## config.mk

```make
export PLATFORM = sky130hd
export DESIGN_NAME = mem_write_encoder_flat
export DESIGN_NICKNAME = d
export VERILOG_FILES = /design/src/rtl/mem_write_encoder_pkg.sv /design/src/rtl/mem_write_encoder_if.sv /design/src/rtl/mem_write_encoder_lane.sv /design/src/rtl/mem_write_encoder.sv /design/src/flat_wrapper.sv
export SDC_FILE = /design/constraint.sdc
export NUM_CORES = 1
export LEC_CHECK = 0
export BUFFER_PORTS_ARGS = -buffer_cell sky130_fd_sc_hd__buf_2
export CELL_PAD_IN_SITES_DETAIL_PLACEMENT = 1
export CELL_PAD_IN_SITES_GLOBAL_PLACEMENT = 1
export CORE_MARGIN = 1.5
export CORE_UTILIZATION = 34
export DETAILED_ROUTE_END_ITERATION = 10
export PLACE_DENSITY = 0.87
export SYNTH_ARGS = -nofsm -noshare
export SYNTH_HDL_FRONTEND = slang
export SYNTH_SLANG_ARGS = --single-unit
```

## constraint.sdc

```tcl
create_clock -name clk -period 1.6 [get_ports clk]
set_clock_uncertainty 0.2 [all_clocks]
set_input_delay 0.24 -clock clk [delete_from_list [all_inputs] [get_ports clk]]
set_output_delay 0.24 -clock clk [all_outputs]
set_load 0.005 [all_outputs]
```

## src/rtl/mem_write_encoder_pkg.sv

```systemverilog
// mem_write_encoder_pkg: FSM states, funct3 codes, base byte masks and lane helpers for the store encoder
package mem_write_encoder_pkg;
  typedef enum logic [1:0] {IDLE = 2'd0, BEAT0 = 2'd1, BEAT1 = 2'd2} state_t;
  localparam logic [2:0] FNC_SB = 3'b000;
  localparam logic [2:0] FNC_SH = 3'b001;
  localparam logic [2:0] FNC_SW = 3'b010;
  localparam logic [3:0] MASK_B = 4'b0001;
  localparam logic [3:0] MASK_H = 4'b0011;
  localparam logic [3:0] MASK_W = 4'b1111;
  function automatic logic [3:0] base_mask(input logic [2:0] fnc);
    return fnc == FNC_SB ? MASK_B : fnc == FNC_SH ? MASK_H : fnc == FNC_SW ? MASK_W : 4'b0000;
  endfunction
  function automatic logic [31:0] lane_mask(input logic [3:0] we);
    return {{8{we[3]}}, {8{we[2]}}, {8{we[1]}}, {8{we[0]}}};
  endfunction
endpackage

```

## src/rtl/mem_write_encoder_if.sv

```systemverilog
// mem_write_encoder_if: store request and memory write-beat handshake bundle
interface mem_write_encoder_if #(parameter int ADDR_WIDTH = 32);
  logic                  req_valid;
  logic                  req_ready;
  logic [2:0]            req_fnc;
  logic [ADDR_WIDTH-1:0] req_addr;
  logic [31:0]           req_data;
  logic                  mem_valid;
  logic                  mem_ready;
  logic [ADDR_WIDTH-1:0] mem_addr;
  logic [31:0]           mem_wdata;
  logic [3:0]            mem_we;
  logic                  misaligned;
  logic                  busy;
  modport master (
    output req_valid, req_fnc, req_addr, req_data, mem_ready,
    input  req_ready, mem_valid, mem_addr, mem_wdata, mem_we, misaligned, busy
  );
  modport slave (
    input  req_valid, req_fnc, req_addr, req_data, mem_ready,
    output req_ready, mem_valid, mem_addr, mem_wdata, mem_we, misaligned, busy
  );
endinterface

```

## src/rtl/mem_write_encoder_lane.sv

```systemverilog
// mem_write_encoder_lane: combinational store lane encoder (masks, rotated/masked data, split, illegal)
module mem_write_encoder_lane
  import mem_write_encoder_pkg::*;
(
  input  logic [2:0]  fnc,
  input  logic [1:0]  off,
  input  logic [31:0] data,
  output logic [3:0]  we0,
  output logic [3:0]  we1,
  output logic [31:0] wdata0,
  output logic [31:0] wdata1,
  output logic        split,
  output logic        illegal
);
  logic [7:0]  wide;
  logic [31:0] rot;
  assign wide    = {4'b0000, base_mask(fnc)} << off;
  assign we0     = wide[3:0];
  assign we1     = wide[7:4];
  assign split   = |wide[7:4];
  assign illegal = fnc > FNC_SW;
  assign rot     = off == 2'd0 ? data :
                   off == 2'd1 ? {data[23:0], data[31:24]} :
                   off == 2'd2 ? {data[15:0], data[31:16]} :
                                 {data[7:0],  data[31:8]};
  assign wdata0  = rot & lane_mask(we0);
  assign wdata1  = rot & lane_mask(we1);
endmodule

```

## src/rtl/mem_write_encoder.sv

```systemverilog
// mem_write_encoder: RISC-V store to word-aligned write beats; define MEM_WRITE_SPLIT_EN to split word-crossing stores
module mem_write_encoder
  import mem_write_encoder_pkg::*;
#(
  parameter int ADDR_WIDTH = 32
) (
  input logic                clk,
  input logic                rst,
  mem_write_encoder_if.slave bus
);
  state_t                state_q, state_d;
  logic                  mem_valid_q, mem_valid_d;
  logic                  misaligned_q, misaligned_d;
  logic [ADDR_WIDTH-1:0] mem_addr_q, mem_addr_d;
  logic [31:0]           mem_wdata_q, mem_wdata_d;
  logic [3:0]            mem_we_q, mem_we_d;
  logic [ADDR_WIDTH-1:0] base_addr, next_addr;
  logic [3:0]            we0, we1;
  logic [31:0]           wdata0, wdata1;
  logic                  split, illegal, fire, last, accept;
`ifdef MEM_WRITE_SPLIT_EN
  logic                  pend_q, pend_d;
  logic [ADDR_WIDTH-1:0] b1_addr_q, b1_addr_d;
  logic [31:0]           b1_wdata_q, b1_wdata_d;
  logic [3:0]            b1_we_q, b1_we_d;
`else
  logic                  unused_b1;
`endif
  mem_write_encoder_lane u_lane (
    .fnc    (bus.req_fnc),
    .off    (bus.req_addr[1:0]),
    .data   (bus.req_data),
    .we0    (we0),
    .we1    (we1),
    .wdata0 (wdata0),
    .wdata1 (wdata1),
    .split  (split),
    .illegal(illegal)
  );
  assign base_addr = {bus.req_addr[ADDR_WIDTH-1:2], 2'b00};
  assign next_addr = base_addr + ADDR_WIDTH'(4);
  assign fire      = mem_valid_q && bus.mem_ready;
`ifdef MEM_WRITE_SPLIT_EN
  assign last      = !(state_q == BEAT0 && pend_q);
`else
  assign last      = 1'b1;
  assign unused_b1 = ^{we1, wdata1, next_addr};
`endif
  assign bus.req_ready  = state_q == IDLE || (fire && last);
  assign accept         = bus.req_valid && bus.req_ready;
  assign bus.mem_valid  = mem_valid_q;
  assign bus.mem_addr   = mem_addr_q;
  assign bus.mem_wdata  = mem_wdata_q;
  assign bus.mem_we     = mem_we_q;
  assign bus.misaligned = misaligned_q;
  assign bus.busy       = state_q != IDLE;
  // next beat: hold while stalled, advance to beat1 or retire on a handshake, load a fresh beat0 on accept
  always_comb begin
    state_d      = state_q;
    mem_valid_d  = mem_valid_q;
    misaligned_d = misaligned_q;
    mem_addr_d   = mem_addr_q;
    mem_wdata_d  = mem_wdata_q;
    mem_we_d     = mem_we_q;
`ifdef MEM_WRITE_SPLIT_EN
    pend_d       = pend_q;
    b1_addr_d    = b1_addr_q;
    b1_wdata_d   = b1_wdata_q;
    b1_we_d      = b1_we_q;
`endif
    if (fire) begin
      state_d      = last ? IDLE : BEAT1;
      mem_valid_d  = !last;
      misaligned_d = misaligned_q && !last;
    end
`ifdef MEM_WRITE_SPLIT_EN
    if (fire && !last) begin
      mem_addr_d  = b1_addr_q;
      mem_wdata_d = b1_wdata_q;
      mem_we_d    = b1_we_q;
      pend_d      = 1'b0;
    end
`endif
    if (accept) begin
      state_d      = illegal ? IDLE : BEAT0;
      mem_valid_d  = !illegal;
      misaligned_d = !illegal && split;
      mem_addr_d   = base_addr;
      mem_wdata_d  = wdata0;
      mem_we_d     = we0;
`ifdef MEM_WRITE_SPLIT_EN
      pend_d       = !illegal && split;
      b1_addr_d    = next_addr;
      b1_wdata_d   = wdata1;
      b1_we_d      = we1;
`endif
    end
  end
  // state and output registers, cleared by reset so no beat survives it
  always_ff @(posedge clk) begin
    if (rst) begin
      state_q      <= IDLE;
      mem_valid_q  <= 1'b0;
      misaligned_q <= 1'b0;
      mem_addr_q   <= '0;
      mem_wdata_q  <= '0;
      mem_we_q     <= '0;
`ifdef MEM_WRITE_SPLIT_EN
      pend_q       <= 1'b0;
      b1_addr_q    <= '0;
      b1_wdata_q   <= '0;
      b1_we_q      <= '0;
`endif
    end else begin
      state_q      <= state_d;
      mem_valid_q  <= mem_valid_d;
      misaligned_q <= misaligned_d;
      mem_addr_q   <= mem_addr_d;
      mem_wdata_q  <= mem_wdata_d;
      mem_we_q     <= mem_we_d;
`ifdef MEM_WRITE_SPLIT_EN
      pend_q       <= pend_d;
      b1_addr_q    <= b1_addr_d;
      b1_wdata_q   <= b1_wdata_d;
      b1_we_q      <= b1_we_d;
`endif
    end
  end
endmodule
```

## src/flat_wrapper.sv

```systemverilog
// flat-port wrapper written by rule: the top's interface ports become plain ports
module mem_write_encoder_flat import mem_write_encoder_pkg::*;
#(
  parameter int ADDR_WIDTH = 32
)
  (clk, rst, bus_req_valid, bus_req_fnc, bus_req_addr, bus_req_data, bus_mem_ready, bus_req_ready, bus_mem_valid, bus_mem_addr, bus_mem_wdata, bus_mem_we, bus_misaligned, bus_busy);
  mem_write_encoder_if #(.ADDR_WIDTH(ADDR_WIDTH)) bus_i ();
  input logic clk;
  input logic rst;
  input wire logic [$bits(bus_i.req_valid)-1:0] bus_req_valid;
  input wire logic [$bits(bus_i.req_fnc)-1:0] bus_req_fnc;
  input wire logic [$bits(bus_i.req_addr)-1:0] bus_req_addr;
  input wire logic [$bits(bus_i.req_data)-1:0] bus_req_data;
  input wire logic [$bits(bus_i.mem_ready)-1:0] bus_mem_ready;
  output wire logic [$bits(bus_i.req_ready)-1:0] bus_req_ready;
  output wire logic [$bits(bus_i.mem_valid)-1:0] bus_mem_valid;
  output wire logic [$bits(bus_i.mem_addr)-1:0] bus_mem_addr;
  output wire logic [$bits(bus_i.mem_wdata)-1:0] bus_mem_wdata;
  output wire logic [$bits(bus_i.mem_we)-1:0] bus_mem_we;
  output wire logic [$bits(bus_i.misaligned)-1:0] bus_misaligned;
  output wire logic [$bits(bus_i.busy)-1:0] bus_busy;
  assign bus_i.req_valid = bus_req_valid;
  assign bus_i.req_fnc = bus_req_fnc;
  assign bus_i.req_addr = bus_req_addr;
  assign bus_i.req_data = bus_req_data;
  assign bus_i.mem_ready = bus_mem_ready;
  assign bus_req_ready = bus_i.req_ready;
  assign bus_mem_valid = bus_i.mem_valid;
  assign bus_mem_addr = bus_i.mem_addr;
  assign bus_mem_wdata = bus_i.mem_wdata;
  assign bus_mem_we = bus_i.mem_we;
  assign bus_misaligned = bus_i.misaligned;
  assign bus_busy = bus_i.busy;
  mem_write_encoder #(.ADDR_WIDTH(ADDR_WIDTH)) u_core (.clk(clk), .rst(rst), .bus(bus_i));
endmodule
```

**After elaboration in Yosys (flattened, before gate mapping)**

Cells that the tools add are included.

- Register bits after elaboration: 70
- Input port bits: 71
- Word-level logic and storage cells: 36

- Order comparisons: 1
- Eq/ne operators: 4
- Shift operators: 1
- Muxes and demuxes: 12
- Bitwise operators: 1
- Reduce and logical (&&, ||, !) cells: 11

Operator list:

| cell | count |
|---|---|
| $mux 32 | 3 |
| $and 32x32->32 | 1 |
| $mux 4 | 3 |
| $shl 4x2->8 | 1 |
| $logic_not 2->1 | 2 |
| $mux 1 | 4 |
| $mux 2 | 2 |
| $reduce_bool 2->1 | 2 |
| $reduce_or 4->1 | 1 |
| $eq 3x1->1 const B | 1 |
| $eq 3x2->1 const B | 1 |
| $gt 3x2->1 const B | 1 |
| $logic_and 1x1->1 | 3 |
| $logic_not 3->1 | 1 |
| $eq 2x1->1 const B | 1 |
| $eq 2x2->1 const B | 1 |
| $logic_not 1->1 | 1 |
| $logic_or 1x1->1 | 1 |

**Longest topological paths before layout**

- Word-level depth: 8
- Depth in mapped cells: 7
- Depth with buffers taken out: 5

**Modules after synthesis**

Synthesis repeated with hierarchy kept, for this count alone.

- Cells, all modules: 479
- Area, all modules: 4,272.8 um^2

By module, submodules not included:

| module | times used | cells each | area an instance (um^2) | seq. area each (um^2) |
|---|---|---|---|---|
| mem_write_encoder | 1 | 315 | 3,096.7 | 1,361.3 |
| mem_write_encoder_lane | 1 | 164 | 1,176.1 | 0.0 |

**Worst setup path after synthesis**

No wires, ideal clock.

- Kind: register -> register
- Start point: register u_core.mem_valid_q, in the netlist u_core.bus.mem_valid
- End point: register u_core.mem_addr_q[10], in the netlist u_core.bus.mem_addr[10]
- Library setup time: 0.070 ns
- Data arrival time: 1.232 ns
- Required time: 1.330 ns
- Path slack: 0.097 ns
- Cell stages (with the launch flop): 8
- Path buffers: 2
- Clock period less this slack: 1.503 ns
- Path through: dfxtp_1 > nor2b_4 > inv_1 > nand2_2 > buf_6 > buf_4 > nand2_1 > a21oi_1

- Cells in the longest elaborated chain, start to end: 3

Ends and longest elaborated chain:

| what | line | RTL |
|---|---|---|
| start, declared | mem_write_encoder.sv:12 | `logic mem_valid_q, mem_valid_d;` |
| start signal, assigned | mem_write_encoder.sv:116 | `mem_valid_q <= mem_valid_d;` |
| $logic_and 1x1->1 | mem_write_encoder.sv:42 | `assign fire = mem_valid_q && bus.mem_ready;` |
| $logic_or 1x1->1 | mem_write_encoder.sv:49 | `assign bus.req_ready = state_q == IDLE \|\| (fire && last);` |
| net bus_req_ready | flat_wrapper.sv:15 | `output wire logic [$bits(bus_i.req_ready)-1:0] bus_req_ready;` |
| $logic_and 1x1->1 | mem_write_encoder.sv:50 | `assign accept = bus.req_valid && bus.req_ready;` |
| end signal, assigned | mem_write_encoder.sv:118 | `mem_addr_q <= mem_addr_d;` |
| end, declared | mem_write_encoder.sv:14 | `logic [ADDR_WIDTH-1:0] mem_addr_q, mem_addr_d;` |

The timed path passes the listed nets, and every way through them passes these cells.
A chain may end at the register's enable or synchronous reset.

**Worst setup path in the final report**

- Start point: register u_core.mem_valid_q, in the netlist u_core.bus.mem_valid
- End point: output port bus_req_ready

- Cells in the longest elaborated chain, start to end: 2

Ends and longest elaborated chain:

| what | line |
|---|---|
| $logic_and 1x1->1 | mem_write_encoder.sv:42 |
| $logic_or 1x1->1 | mem_write_encoder.sv:49 |
| end, declared | flat_wrapper.sv:15 |

No other way between the ends.

==> Implementation_results.wiki <==
{| class="wikitable"
! Metric !! Value
|-
| CTS tree || yes
|-
| Total global routing overflow || 0
|-
| Most frequent cells in the layout || 139 x sky130_fd_sc_hd__buf_2, 71 x sky130_fd_sc_hd__nand2_1, 67 x sky130_fd_sc_hd__dfxtp_1
|-
| Top cells by area, synth || sky130_fd_sc_hd__dfxtp_1 44%, sky130_fd_sc_hd__mux4_2 15%, sky130_fd_sc_hd__nand2_1 8.6%
|-
| Yosys warnings || 0
|-
| Detail Route Antenna Nets || 0
|-
| Fraction of post-synthesis cell area in the top cell type by area || 44.0%
|-
| Number of H-tree branching levels || 3
|-
| Outcome || complete, no violations
|-
| Achievable Freq || 0.656 GHz
|-
| Die outline height || 98.4 um
|-
| Flop-to-flop setup slack || 0.08 ns
|-
| CTS root buffer || sky130_fd_sc_hd__clkbuf_8
|-
| Clock insertion delay at the later pin of the skew report || 0.33 ns
|-
| Width of the die || 98.4 um
|-
| Longest individual stage delay on the worst path || 0.33 ns
|-
| Full die area || 0.00968 mm^2
|-
| Initial core utilization || 35.3%
|-
| Part of the Yosys area used for sequential elements || 44.0%
|-
| Family with the most delay on the worst path || flip-flops
|-
| Final cell area excluding filler cells || 0.00465 mm^2
|-
| Worst path slowest cell || sky130_fd_sc_hd__dfxtp_2
|-
| Hold crit path type || input pin to flip-flop
|-
| Required time of the worst setup path || 1.16 ns
|-
| Cell accounting for the most synthesized area || sky130_fd_sc_hd__dfxtp_1
|-
| Largest net degree at the start of global routing || 69
|-
| GPL Wtd Cong || 0.837
|-
| Combined area of all synthesized cells || 0.00309 mm^2
|-
| Period Utilization, post-route || 95.3%
|-
| FF-to-FF End || u_core.bus.mem_wdata[7]
|-
| Number of antenna violations at the first check in global routing || 1
|-
| Minimum clock period after layout || 1.52 ns
|-
| Crit path buf inv count || 2
|-
| Crit path cell chain || nor2b_4 > inv_1 > buf_2
|-
| Most utilized layer in the global route result || met2
|-
| I/O pins || 143
|-
| Maximum fanout along the worst path || 4
|-
| Nets || 572
|-
| # port buffers || 140
|-
| Setup-failing EPs final || 0
|-
| Worst setup SP type || flip-flop
|-
| Area added between synthesis and finish || 50.4%
|-
| Final hold vios || 0
|-
| Static leakage power || 0.00208 uW
|-
| Worst vdd ir || 0.000410 V
|-
| Detail Placement HPWL || 7480 um
|-
| Hold slack final || 0.0167 ns
|-
| Total Wirelength || 11200 um
|-
| Worst hold path stage count || 3
|-
| Commonest non-fill, non-tap cell in the layout || sky130_fd_sc_hd__buf_2
|-
| Diode insertion count for antenna repair || 0
|-
| WL per Instance || 18.2 um
|-
| Instance area at placement || 0.00404 mm^2
|-
| Count of routing violations after the opening detailed-route iteration || 85
|-
| Number of synthesized register bits || 68
|-
| Max cap viols || 0
|-
| Post-synthesis instance total || 317
|-
| Setup repair after global routing missed its margin || true
|-
| Area used by multi-input combinational logic || 0.00157 mm^2
|-
| Fraction of final layout cells sized beyond drive strength 1 || 42.1%
|-
| Sink Count || 68
|-
| Sink of the worst hold path || u_core.bus.mem_wdata[0]
|-
| Met1 layer usage reported by global route || 26.1%
|-
| Maximum buffer depth of the clock tree || 2
|-
| Worst-case reg-to-reg path depth || 6
|-
| Placeable core region || 0.00876 mm^2
|-
| Power density over the cells || 886 mW/mm^2
|-
| TritonRoute pass-1 iters || 4
|-
| Worst flop-to-flop path startpoint || u_core.bus.mem_valid
|-
| Global-route wire length before repair || 17300 um
|-
| CTS buffer count || 9
|-
| Via/cell ratio || 5.31
|-
| Reg clk slew, reported paths || 0.07 ns
|-
| Origin of the worst min-delay path || bus_req_data[0]
|-
| Unique masters post-synth || 29
|-
| Flip-flop and latch area || 0.00136 mm^2
|-
| Via count of the first global-routing pass || 3371
|-
| Filler instances || 1014
|-
| Global Route Usage Sum || 22.7%
|-
| Total design power || 4120 uW
|-
| Met3 usage || 5.30%
|-
| Final Max Slew Viols || 0
|-
| Fraction of met2 tracks used by global routing || 40.8%
|-
| Stages on the worst setup path || 3
|-
| Placement row count || 34
|-
| Start-to-end type of the worst setup path || flip-flop to primary output
|-
| Vias || 3260
|-
| Kind of end point of the critical path || primary output
|-
| Average footprint of a synthesized cell || 9.76 um^2
|-
| DRC violation count after routing || 0
|-
| Worst path arrival time || 1.08 ns
|}
## cells by family after synthesis
logic type	Yosys count	share of synthesized area, %
simple gates	119	16.7
compound gates	73	15.1
flops	68	44.0
buf+inv	32	6.15
mux	24	18.0
other cells	1	0.121
## per-layer routing
layer  up-vias  part of all wire [%]
li1       1511                     -
met1      1604                    40
met2       129                    52
met3        16                   6.1
met4         0                   1.7
met5         -                     0
## power by group
group / switching (uW) / internal, uW / total (uW)
logic: 362 / 394 / 756
clock network: 649 / 919 / 1570
registers: 36.9 / 1760 / 1800
## worst register-to-register path, stage by stage (launching register included)
cell	delay, ns
sky130_fd_sc_hd__dfxtp_2	0.32
sky130_fd_sc_hd__nor2b_4	0.13
sky130_fd_sc_hd__buf_4	0.13
sky130_fd_sc_hd__nor4b_4	0.25
sky130_fd_sc_hd__buf_6	0.18
sky130_fd_sc_hd__a22oi_2	0.07
sky130_fd_sc_hd__nor2_1	0.16
## registers in the layout (all words and copies together), names as in the netlist
name	count
u_core.bus.mem_addr	30
u_core.bus.mem_valid	1
u_core.bus.mem_wdata	32
u_core.bus.mem_we	4
u_core.bus.misaligned	1
## how the worst max path moves through the flow
| stage | from | endpoint | slack [ns] |
|---|---|---|---|
| after floorplan | u_core.bus.mem_valid | u_core.bus.mem_addr[10] | 0.1 |
| after global placement | bus_req_addr[1] | u_core.bus.mem_wdata[3] | -0.21 |
| after detailed placement | bus_req_addr[1] | u_core.bus.mem_wdata[7] | -0.44 |
| after CTS | u_core.bus.mem_valid | bus_req_ready | 0.02 |
| after global routing | u_core.bus.mem_valid | bus_req_ready | -0.003 |
| final | u_core.bus.mem_valid | bus_req_ready | 0.08 |
## repair_timing
action / CTS / global route
pin swaps: 1 / 0
cloned: 0 / 1
gates resized for setup: 1 / 6
endpoints found under the setup margin: 10 / 13
buffers inserted: 3 / 1
endpoints found under the hold margin: 34 / 0
hold buffers: 34 / 0
## cells in the mapped netlist, drive strengths merged
| cell type | instances |
|---|---|
| nor2 | 32 |
| conb | 1 |
| nor4b | 1 |
| nor2b | 1 |
| nand4b | 1 |
| or3 | 1 |
| nand2 | 72 |
| inv | 3 |
| nand3 | 9 |
| a21o | 1 |
| nor3 | 2 |
| o31a | 1 |
| mux4 | 24 |
| o21ai | 1 |
| a211oi | 1 |
| a22oi | 10 |
| a21oi | 43 |
| buf | 19 |
| dfxtp | 68 |
| a32oi | 16 |
| clkbuf | 10 |
## cell type report
| type | instances | share of cell area (%) |
|---|---|---|
| clock buffers | 12 | 3.12 |
| repair buffers | 200 | 29.2 |
| multi-input cells | 219 | 33.7 |
| flip-flops and latches | 68 | 29.3 |
| well taps | 108 | 2.90 |
| clock inverters | 4 | 1.56 |
| inverters | 3 | 0.242 |
## per-stage QoR
stage	setup TNS [ns]	worst slack [ns]	utilization, %	instances
after floorplan	0	0.0974	-	318
after global placement	-5.07	-0.214	46.0	559
after detailed placement	-8.28	-0.443	46.0	559
after CTS	0	0.0174	52.7	612
after global routing	-0.00277	-0.00277	53.1	614
final	0	0.0759	53.1	614
Power figures use the tool's default switching activity.
